$ cat config.mk
export PLATFORM = sky130hd
export DESIGN_NAME = freq_div_ctrl
export DESIGN_NICKNAME = d
export VERILOG_FILES = /design/src/rtl/freq_div_ctrl.sv
export SDC_FILE = /design/constraint.sdc
export NUM_CORES = 1
export LEC_CHECK = 0
export ABC_AREA = 1
export ABC_CLOCK_PERIOD_IN_PS = 2000
export CAP_MARGIN = 20
export CORE_AREA = 4 4 47 49
export DETAILED_ROUTE_END_ITERATION = 12
export DIE_AREA = 0 0 51 53
export DONT_BUFFER_PORTS = 1
export REMOVE_ABC_BUFFERS = 1
export SLEW_MARGIN = 5
export SYNTH_ARGS = -nofsm -noshare
export SYNTH_HDL_FRONTEND = slang
export SYNTH_SLANG_ARGS = --single-unit
export TNS_END_PERCENT = 30
$ cat constraint.sdc
create_clock -name CLK -period 2 [get_ports CLK]
set_input_delay 0.6 -clock CLK [delete_from_list [all_inputs] [get_ports CLK]]
set_output_delay 0.6 -clock CLK [all_outputs]
set_load 0.01 [all_outputs]
$ cat src/rtl/freq_div_ctrl.sv
// Run/ratio controller for the /2../16 clock divider: owns the divider counter and
// swaps the output ratio only at the all-ones wrap so DOUT never emits a runt period.
module freq_div_ctrl #(
    parameter int SEL_W = 2
) (
    input  logic             CLK,
    input  logic             RESET,
    input  logic             EN,
    input  logic             REQ_VALID,
    input  logic [SEL_W-1:0] REQ_SEL,
    output logic             REQ_READY,
    output logic [SEL_W-1:0] ACTIVE_SEL,
    output logic             BUSY,
    output logic             DOUT,
    output logic             TICK
);
    localparam int CW = 2**SEL_W;

    typedef enum logic [1:0] {IDLE, RUN, PEND} state_t;

    state_t            state_q, state_d;
    logic [CW-1:0]     cnt_q, cnt_d;
    logic [SEL_W-1:0]  active_q, active_d;
    logic [SEL_W-1:0]  pend_q, pend_d;
    logic [CW-1:0]     tick_mask;
    logic              xfer;
    logic              boundary;

    assign REQ_READY = (state_q != PEND);
    assign xfer      = REQ_VALID & REQ_READY;
    assign boundary  = &cnt_q;

    always_ff @(posedge CLK) begin
        if (RESET) begin
            state_q  <= IDLE;
            cnt_q    <= '0;
            active_q <= '0;
            pend_q   <= '0;
        end else begin
            state_q  <= state_d;
            cnt_q    <= cnt_d;
            active_q <= active_d;
            pend_q   <= pend_d;
        end
    end

    always_comb begin
        state_d  = state_q;
        cnt_d    = cnt_q;
        active_d = active_q;
        pend_d   = pend_q;
        case (state_q)
            IDLE: begin
                cnt_d = '0;
                if (xfer) active_d = REQ_SEL;
                // cnt stays 0 into RUN so the first counting cycle shows cnt = 0
                if (EN) state_d = RUN;
            end
            RUN: begin
                if (!EN) begin
                    state_d = IDLE;
                    cnt_d   = '0;
                    if (xfer) active_d = REQ_SEL;
                end else begin
                    cnt_d = cnt_q + CW'(1);
                    if (xfer) begin
                        if (boundary) begin
                            active_d = REQ_SEL;
                        end else begin
                            pend_d  = REQ_SEL;
                            state_d = PEND;
                        end
                    end
                end
            end
            PEND: begin
                if (!EN) begin
                    state_d  = IDLE;
                    cnt_d    = '0;
                    active_d = pend_q;
                end else begin
                    cnt_d = cnt_q + CW'(1);
                    if (boundary) begin
                        active_d = pend_q;
                        state_d  = RUN;
                    end
                end
            end
            default: begin
                state_d = IDLE;
                cnt_d   = '0;
            end
        endcase
    end

    // bits [ACTIVE_SEL:0] of cnt; all ones there marks the last cycle of a divided period
    always_comb begin
        tick_mask = '0;
        for (int i = 0; i < CW; i++) tick_mask[i] = (i <= int'(active_q));
    end

    assign ACTIVE_SEL = active_q;
    assign BUSY       = (state_q == PEND);
    assign DOUT       = (state_q != IDLE) && cnt_q[active_q];
    assign TICK       = (state_q != IDLE) && (&(cnt_q | ~tick_mask));

endmodule

---- Yosys cells after proc, flatten, opt, wreduce, memory -nomap -nowiden ----
Index checks and enable logic that the tools add are counted.
word-level totals
  word-level logic and storage cells ...... 51
  output and inout port bits .............. 6
  bits in registers ....................... 10
  bits of input ports ..................... 6
cells by class
  reductions and logical operators ........ 12
  equal/unequal tests ..................... 8
  magnitude comparators ................... 4
  bitwise operators ....................... 6
  add/subtract/negate cells ............... 1
  muxes and demuxes ....................... 16
operators with widths
  operator                                                              number
  2-bit 2-to-1 mux                                                      12
  4-bit AND reduction                                                   5
  2-bit one-hot mux with 3 select lines                                 2
  3-bit != test, second input constant                                  3
  4-bit by 1-bit adder with 4-bit output, second input constant         1
  2-bit <= comparator, first input constant                             2
  2-bit != test, second input constant                                  2
  4-bit NOT                                                             1
  4-bit OR                                                              1
  2-bit by 3-bit < comparator with 1-bit output, second input constant  1
  3-bit by 2-bit != test with 1-bit output, second input constant       1
  1-bit NOT                                                             3
  3-bit nonzero test                                                    1
  3-bit OR reduction                                                    1
  1-bit binary-select mux with 2-bit select                             1
  2-bit by 1-bit == test with 1-bit output, second input constant       1
  2-bit == test, second input constant                                  1
  1-bit by 2-bit <= comparator with 1-bit output, first input constant  1
  1-bit logical AND                                                     2
  2-bit zero test                                                       1
  2-bit nonzero test                                                    1
  2-bit OR reduction                                                    1
  1-bit AND                                                             1
  1-bit 2-to-1 mux                                                      1

---- Depth between registers and ports, before layout ----
Gate-level depths: netlist of run 1.
  word-level depth ........................ 5
  mapped depth ............................ 11
  mapped depth without buffers ............ 11

---- Worst setup path before layout of run 1 ----
Ideal clock, no wire load.
  kind .................................... register to output
  start ................................... register state_q[1]
  end ..................................... output port TICK
  arrival time ............................ 1.091 ns
  stages on the path, launching flop included .. 4
  path slack .............................. 0.309 ns
  data required time ...................... 1.400 ns
  buffers on the path ..................... 0
  cells stage by stage .................... dfxtp_1 inv_1 ha_1 nor4_1
between the ends
  word-level cells in the longest chain between the ends .. 2
RTL lines
  element                   RTL line  source
  start: declaration        21        state_t state_q, state_d;
  start signal: assignment  40        state_q <= state_d;
  2-bit nonzero test        105       assign TICK = (state_q != IDLE) && (&(cnt_q | ~tick_mask));
  1-bit logical AND         105
  end: declaration          15        output logic TICK
No other way between the ends.

---- Worst setup path in the final report of run 1 ----
  start ................................... register state_q[0]
  end ..................................... output port TICK
The elaborated chain is that of the path after synthesis.

==> results.cfg, run 1 <==
[global_routing]
grt_max_degree = 8
grt_usage_pct = 12.0
use_met3_pct = 6.20
grt_overflow = 0
grt_pass1_wl_mm = 2.39
antenna_found_initial = 0
grt.busiest_layer = met2
grt_pass1_vias = 604
grt_util_met1_pct = 12.0
met2_usage_pct = 21.9

[critical_path]
critPathCaptureType = output port
reg2reg_slack_ns = 0.39
cp_data_arrival_time_ns = 1.30
max_stage_delay_ns = 0.35
worstPathMaxFanout = 5
required_ns = 1.40
path_class = flop to output port
reg2reg_from = state_q[0]
reg2reg_depth = 11
start_kind = flop
crit_chain = inv_1 > ha_4 > nor4_2 > buf_4
slowest_stage = dfxtp_2
worstReg2RegEnd = state_q[0]

[floorplanning]
die_area_um2 = 2700
num_io_pins = 12
fp.coreArea_um2 = 1860
die_y_um = 53
initial_core_util_pct = 36.6
placementRows = 16
die_w_um = 51

[route]
dr_total_vias = 631
dr.first_iter.drc_count = 12
drt_first_pass_iters = 4
viasPerCell = 4.71
detail-route-antenna-nets = 0
drc = 0
routedWlPerCell_um = 10.7
wirelength_mm = 1.44

[power_and_ir_drop]
peakVddDrop_mv = 0.464
power_density_nw_per_um2 = 735
leakagePower_nw = 0.334

[place]
numPlacedInstances = 130
dp.final_hpwl_mm = 1.14
port_buffers = 0
place.gp.congestion = 0.742

[timing]
slew_headroom_pct = 81.6
tns_ns = 0
fmax_ghz = 0.525
rsz0062_at_grt = no
setup_violations = 0
drv_slew = 0
finClkSkew_ns = 0.00311
fin_crit_ns = 1.90
hold_violations = 0
post-route-period-util_pct = 95.2
worst_slew_pin_slew_ns = 0.276

[hold_path]
hold_depth = 1
hold_start = RESET
hold_class = primary input to flop
hold_end = state_q[1]

[cells_and_area]
instances_no_fill = 134
nets = 119
layout-drive-gt1-share_pct = 25.2
syn_to_final_growth_pct = 15.4
fillerInstances = 204
diodes = 0
final_util_pct = 42.3

[clock_network]
clk_latency_ns = 0.27
clkTransAtPathRegs_ns = 0.07
cts_buffer_depth = 2
hold_buffers = 0
cts_max_level = 1
cts_sinks = 10
cts_buffers = 3
cts_tree = yes
cts.root.buffer_cell = clkbuf_4

[logic_synthesis]
postSynthCellCount = 102
synth-warning-count = 0
synth_cell_types = 23
synthesis.area_um2 = 682
yosysSeqAreaShare_pct = 29.4
synth-seq-cells = 10
syn-mean-instance-area_um2 = 6.69

[flow_run]
maxCapViolations = 0

[outcome]
status = finished, final reports clean
-- cell usage in the layout, fill, tap and decap left out --
master / n
a211oi_1: 2
a211oi_2: 1
a21oi_1: 5
a21oi_2: 2
buf_4: 1
clkbuf_4: 3
clkbuf_8: 1
clkinv_2: 1
dfxtp_1: 7
dfxtp_2: 3
ha_1: 4
ha_4: 1
inv_1: 11
inv_2: 4
nand2_1: 33
nand2_2: 4
nand2_4: 1
nand3_1: 3
nand3_2: 2
nand4_1: 1
nor2_1: 7
nor2_2: 1
nor2_4: 1
nor4_2: 1
o21ai_0: 3
o21ai_1: 1
or2_0: 1
or2_1: 1
xnor2_1: 1
-- worst max-delay path by stage --
stage	slack (ns)	to	start
6_report	0.1	TICK	state_q[0]
5_1_grt	0.01	TICK	state_q[1]
4_1_cts	-0.003	DOUT	ACTIVE_SEL[0]
3_5_place_dp	0.26	TICK	state_q[0]
3_3_place_gp	0.30	DOUT	ACTIVE_SEL[0]
2_1_floorplan	0.31	TICK	state_q[1]
-- repair_timing --
item / CTS / global route
gates resized for setup: 2 / 5
cloned: 0 / 0
buffers inserted: 0 / 0
pin swaps: 1 / 0
endpoints found under the setup margin: 2 / 2
-- worst max-delay path, delay by kind of cell (launching register included) --
kind	cells	cell delay (ns)
fa+ha+maj	1	0.19
simple gates	1	0.25
buf+inv	2	0.25
flops	1	0.35
-- through the flow --
step                instance area (µm²)  setup WS, ns  hold WS [ns]  power [mW]
CTS                                 763      -0.00297         0.373       0.569
finish                              787        0.0953         0.382       0.579
detailed placement                  723         0.265         0.459       0.380
floorplan                           682         0.309         0.430       0.353
global route                        787        0.0150         0.360       0.622
global placement                    723         0.296         0.443       0.377
-- synth_stat cells --
library cell	instances	area (µm²)
nand2_1	33	124
nor4_1	1	6.26
nand3_2	2	20.0
ha_1	5	62.6
inv_1	11	41.3
or2_1	1	6.26
a21oi_1	5	25.0
clkinv_2	1	5.00
o21ai_0	3	15.0
o21ai_1	1	5.00
nand3_1	3	15.0
nand2_4	1	11.3
nor2_2	1	6.26
nor2_1	7	26.3
or2_0	1	6.26
a21oi_2	2	17.5
xnor2_1	1	8.76
inv_2	4	15.0
dfxtp_1	10	200
a211oi_1	3	22.5
nor2_4	1	11.3
nand4_1	1	6.26
nand2_2	4	25.0
-- metal layers --
layer,wire length (µm),part of all wire (%)
met5,0,0
met4,13,0.91
met3,67,4.7
met2,741,52
met1,613,43
-- report_power, final --
part | switching [mW] | internal, mW | total (mW) | leakage, nW
Sequential | 0.0157 | 0.214 | 0.230 | 0.0824
Clock | 0.0727 | 0.111 | 0.183 | 0.0210
Combinational | 0.101 | 0.0641 | 0.165 | 0.231
-- state kept, by name, indices dropped and copies added, names as in the netlist --
signal	cells
ACTIVE_SEL	2
cnt_q	4
pend_q	2
state_q	2
-- area by class of cell --
| type | count | area [µm²] | area share, % |
|---|---|---|---|
| Multi-Input combinational cell | 76 | 444 | 56.4 |
| Sequential cell | 10 | 204 | 25.9 |
| Inverter | 16 | 61.3 | 7.79 |
| Clock buffer | 4 | 36.3 | 4.61 |
| Tap cell | 27 | 33.8 | 4.29 |
| Timing Repair Buffer | 1 | 7.51 | 0.954 |
-- cell families after synthesis --
logic type	Yosys count	synth area share [%]
AND/OR/NAND/NOR	56	38.7
buffers and inverters	16	8.99
adder cells (fa/ha/maj)	5	9.17
XOR/XNOR	1	1.28
flip-flops	10	29.4
AO/OA/AOI/OAI	14	12.5
(Power assumes the default switching activity.)
==> inputs of run 2 (changes only) <==
--- a/config.mk
+++ b/config.mk
@@ -13,6 +13,7 @@
 export DIE_AREA = 0 0 51 53
 export DONT_BUFFER_PORTS = 1
 export REMOVE_ABC_BUFFERS = 1
+export SETUP_SLACK_MARGIN = 0.15
 export SLEW_MARGIN = 5
 export SYNTH_ARGS = -nofsm -noshare
 export SYNTH_HDL_FRONTEND = slang
==> run 2 against run 1 <==
First-iteration DRC count is 8.3% higher. Non-clock buffer count is 2 higher. Worst setup slack better by 0.061 ns. Sequential share of layout area is 0.10 points lower. Hold slack worse by 0.0046 ns. Sequential power hardly changed. Die area stayed put. Core utilization is 1.2 points higher. Register-to-register slack better by 0.08 ns. Via count is 1.6% higher. Critical path type unchanged. Critical endpoint unchanged.
==> results.cfg, run 2 (synthesized netlist as in run 1, its figures left out) <==
[timing]
hold_violations = 0
post-route-period-util_pct = 92.2
fin_ws_ns = 0.157
rsz0062_at_grt = yes
setup_violations = 0
fmax_ghz = 0.543
finClkSkew_ns = 0.00326
worst_slew_pin_slew_ns = 0.276
drv_slew = 0
slew_headroom_pct = 81.6
fin_crit_ns = 1.84
tns_ns = 0

[critical_path]
reg2reg_from = state_q[0]
critPathCaptureType = output port
worstReg2RegEnd = state_q[0]
reg2reg_slack_ns = 0.47
worstPathMaxFanout = 5
cp_data_arrival_time_ns = 1.24
start_kind = flop
required_ns = 1.40
path_class = flop to output port
reg2reg_depth = 11

[global_routing]
grt_pass1_wl_mm = 2.43
antenna_found_initial = 0
grt_max_degree = 8
grt_overflow = 0
grt_pass1_vias = 617
grt_usage_pct = 12.2

[hold_path]
hold_depth = 1
hold_end = ACTIVE_SEL[1]
hold_class = primary input to flop
hold_start = RESET

[cells_and_area]
nets = 121
diodes = 0
syn_to_final_growth_pct = 18.7
layout_commonest_cell = nand2_1
fillerInstances = 199
largest_register_ffs = 4
final_cell_mix = nand2_1 (33), inv_1 (9), nor2_1 (7)
layout-drive-gt1-share_pct = 30.3
regMostFlops = cnt_q

[power_and_ir_drop]
intPower_mw = 0.395
p_switching_mw = 0.192
power_density_nw_per_um2 = 724
leakagePower_nw = 0.345
p_seq_share_pct = 39.1
peakVddDrop_mv = 0.485
pwr-share-comb_pct = 29.6
p_sw_share_pct = 32.7
pwr-share-clk_pct = 31.3

[clock_network]
cts_max_level = 1
cts_tree = yes
cts_buffer_depth = 2
cts.root.buffer_cell = clkbuf_4
clk_latency_ns = 0.27
clkTransAtPathRegs_ns = 0.07
cts_buffers = 3
cts_sinks = 10

[route]
dr.first_iter.drc_count = 13
wirelength_mm = 1.44
detail-route-antenna-nets = 0
dr_total_vias = 641
drt_first_pass_iters = 4
drc = 0
viasPerCell = 4.71
routedWlPerCell_um = 10.6

[place]
pre_cts_ws_ns = 0.265
dp.final_hpwl_mm = 1.14
place.gp.congestion = 0.742
port_buffers = 0

[floorplanning]
die_w_um = 51
die_area_um2 = 2700
placementRows = 16
initial_core_util_pct = 36.6
fp.coreArea_um2 = 1860
num_io_pins = 12
die_y_um = 53

[outcome]
status = finished, final reports clean

[flow_run]
maxCapViolations = 0
==> run 2: cell types whose count changed in the layout (fill, tap and decap cells not counted), sizes merged <==
cell  change
buf       +2
==> run 2: per-stage QoR <==
step	hold WS, ns	std cells	total power, mW	utilization [%]	instance area (µm²)
final	0.377	136	0.586	43.5	810
after global routing	0.361	136	0.629	43.5	810
after global placement	0.443	130	0.377	38.8	723
after CTS	0.373	134	0.585	42.3	787
after detailed placement	0.459	130	0.380	38.8	723
after floorplan	0.430	102	0.353	-	682
==> run 2: metal layers <==
metal	global-route usage (%)	part of all wire, %
met1	12.4	43
met2	22.1	52
met3	6.20	4.5
met4	2.69	0.90
met5	0	0
==> run 2: how the worst max path moves through the flow <==
stage / startpoint / endpoint / slack, ns
floorplan: state_q[1] / TICK / 0.31
global placement: ACTIVE_SEL[0] / DOUT / 0.30
detailed placement: state_q[0] / TICK / 0.26
CTS: state_q[1] / TICK / 0.07
global route: state_q[1] / TICK / 0.09
finish: state_q[1] / TICK / 0.16
==> run 2: cell type report <==
cell class | instances | area [µm²] | share of cell area (%)
Tap cell | 27 | 33.8 | 4.17
Inverter | 16 | 63.8 | 7.88
Sequential cell | 10 | 209 | 25.8
Multi-Input combinational cell | 76 | 444 | 54.9
Clock buffer | 4 | 36.3 | 4.48
Timing Repair Buffer | 3 | 22.5 | 2.78
==> run 2: worst max-delay path: stages (launching register included) <==
cell and delay [ns]:
dfxtp_4 0.38, inv_4 0.04, ha_4 0.17, nor4_2 0.24
buf_4 0.16
==> run 2: what timing repair did <==
action,4_1_cts,5_1_grt
hold buffers,0,0
pin swaps,1,2
setup endpoints to repair,2,3
buffers inserted,0,2
resized for setup,7,6
==> run 2: power by group through the flow <==
| stage | clock network, mW | registers, mW | logic [mW] |
|---|---|---|---|
| finish | 0.183 | 0.229 | 0.174 |
| global route | 0.201 | 0.231 | 0.197 |
| CTS | 0.190 | 0.230 | 0.165 |
| detailed placement | 0 | 0.233 | 0.147 |
| global placement | 0 | 0.232 | 0.145 |
| floorplan | 0 | 0.230 | 0.123 |
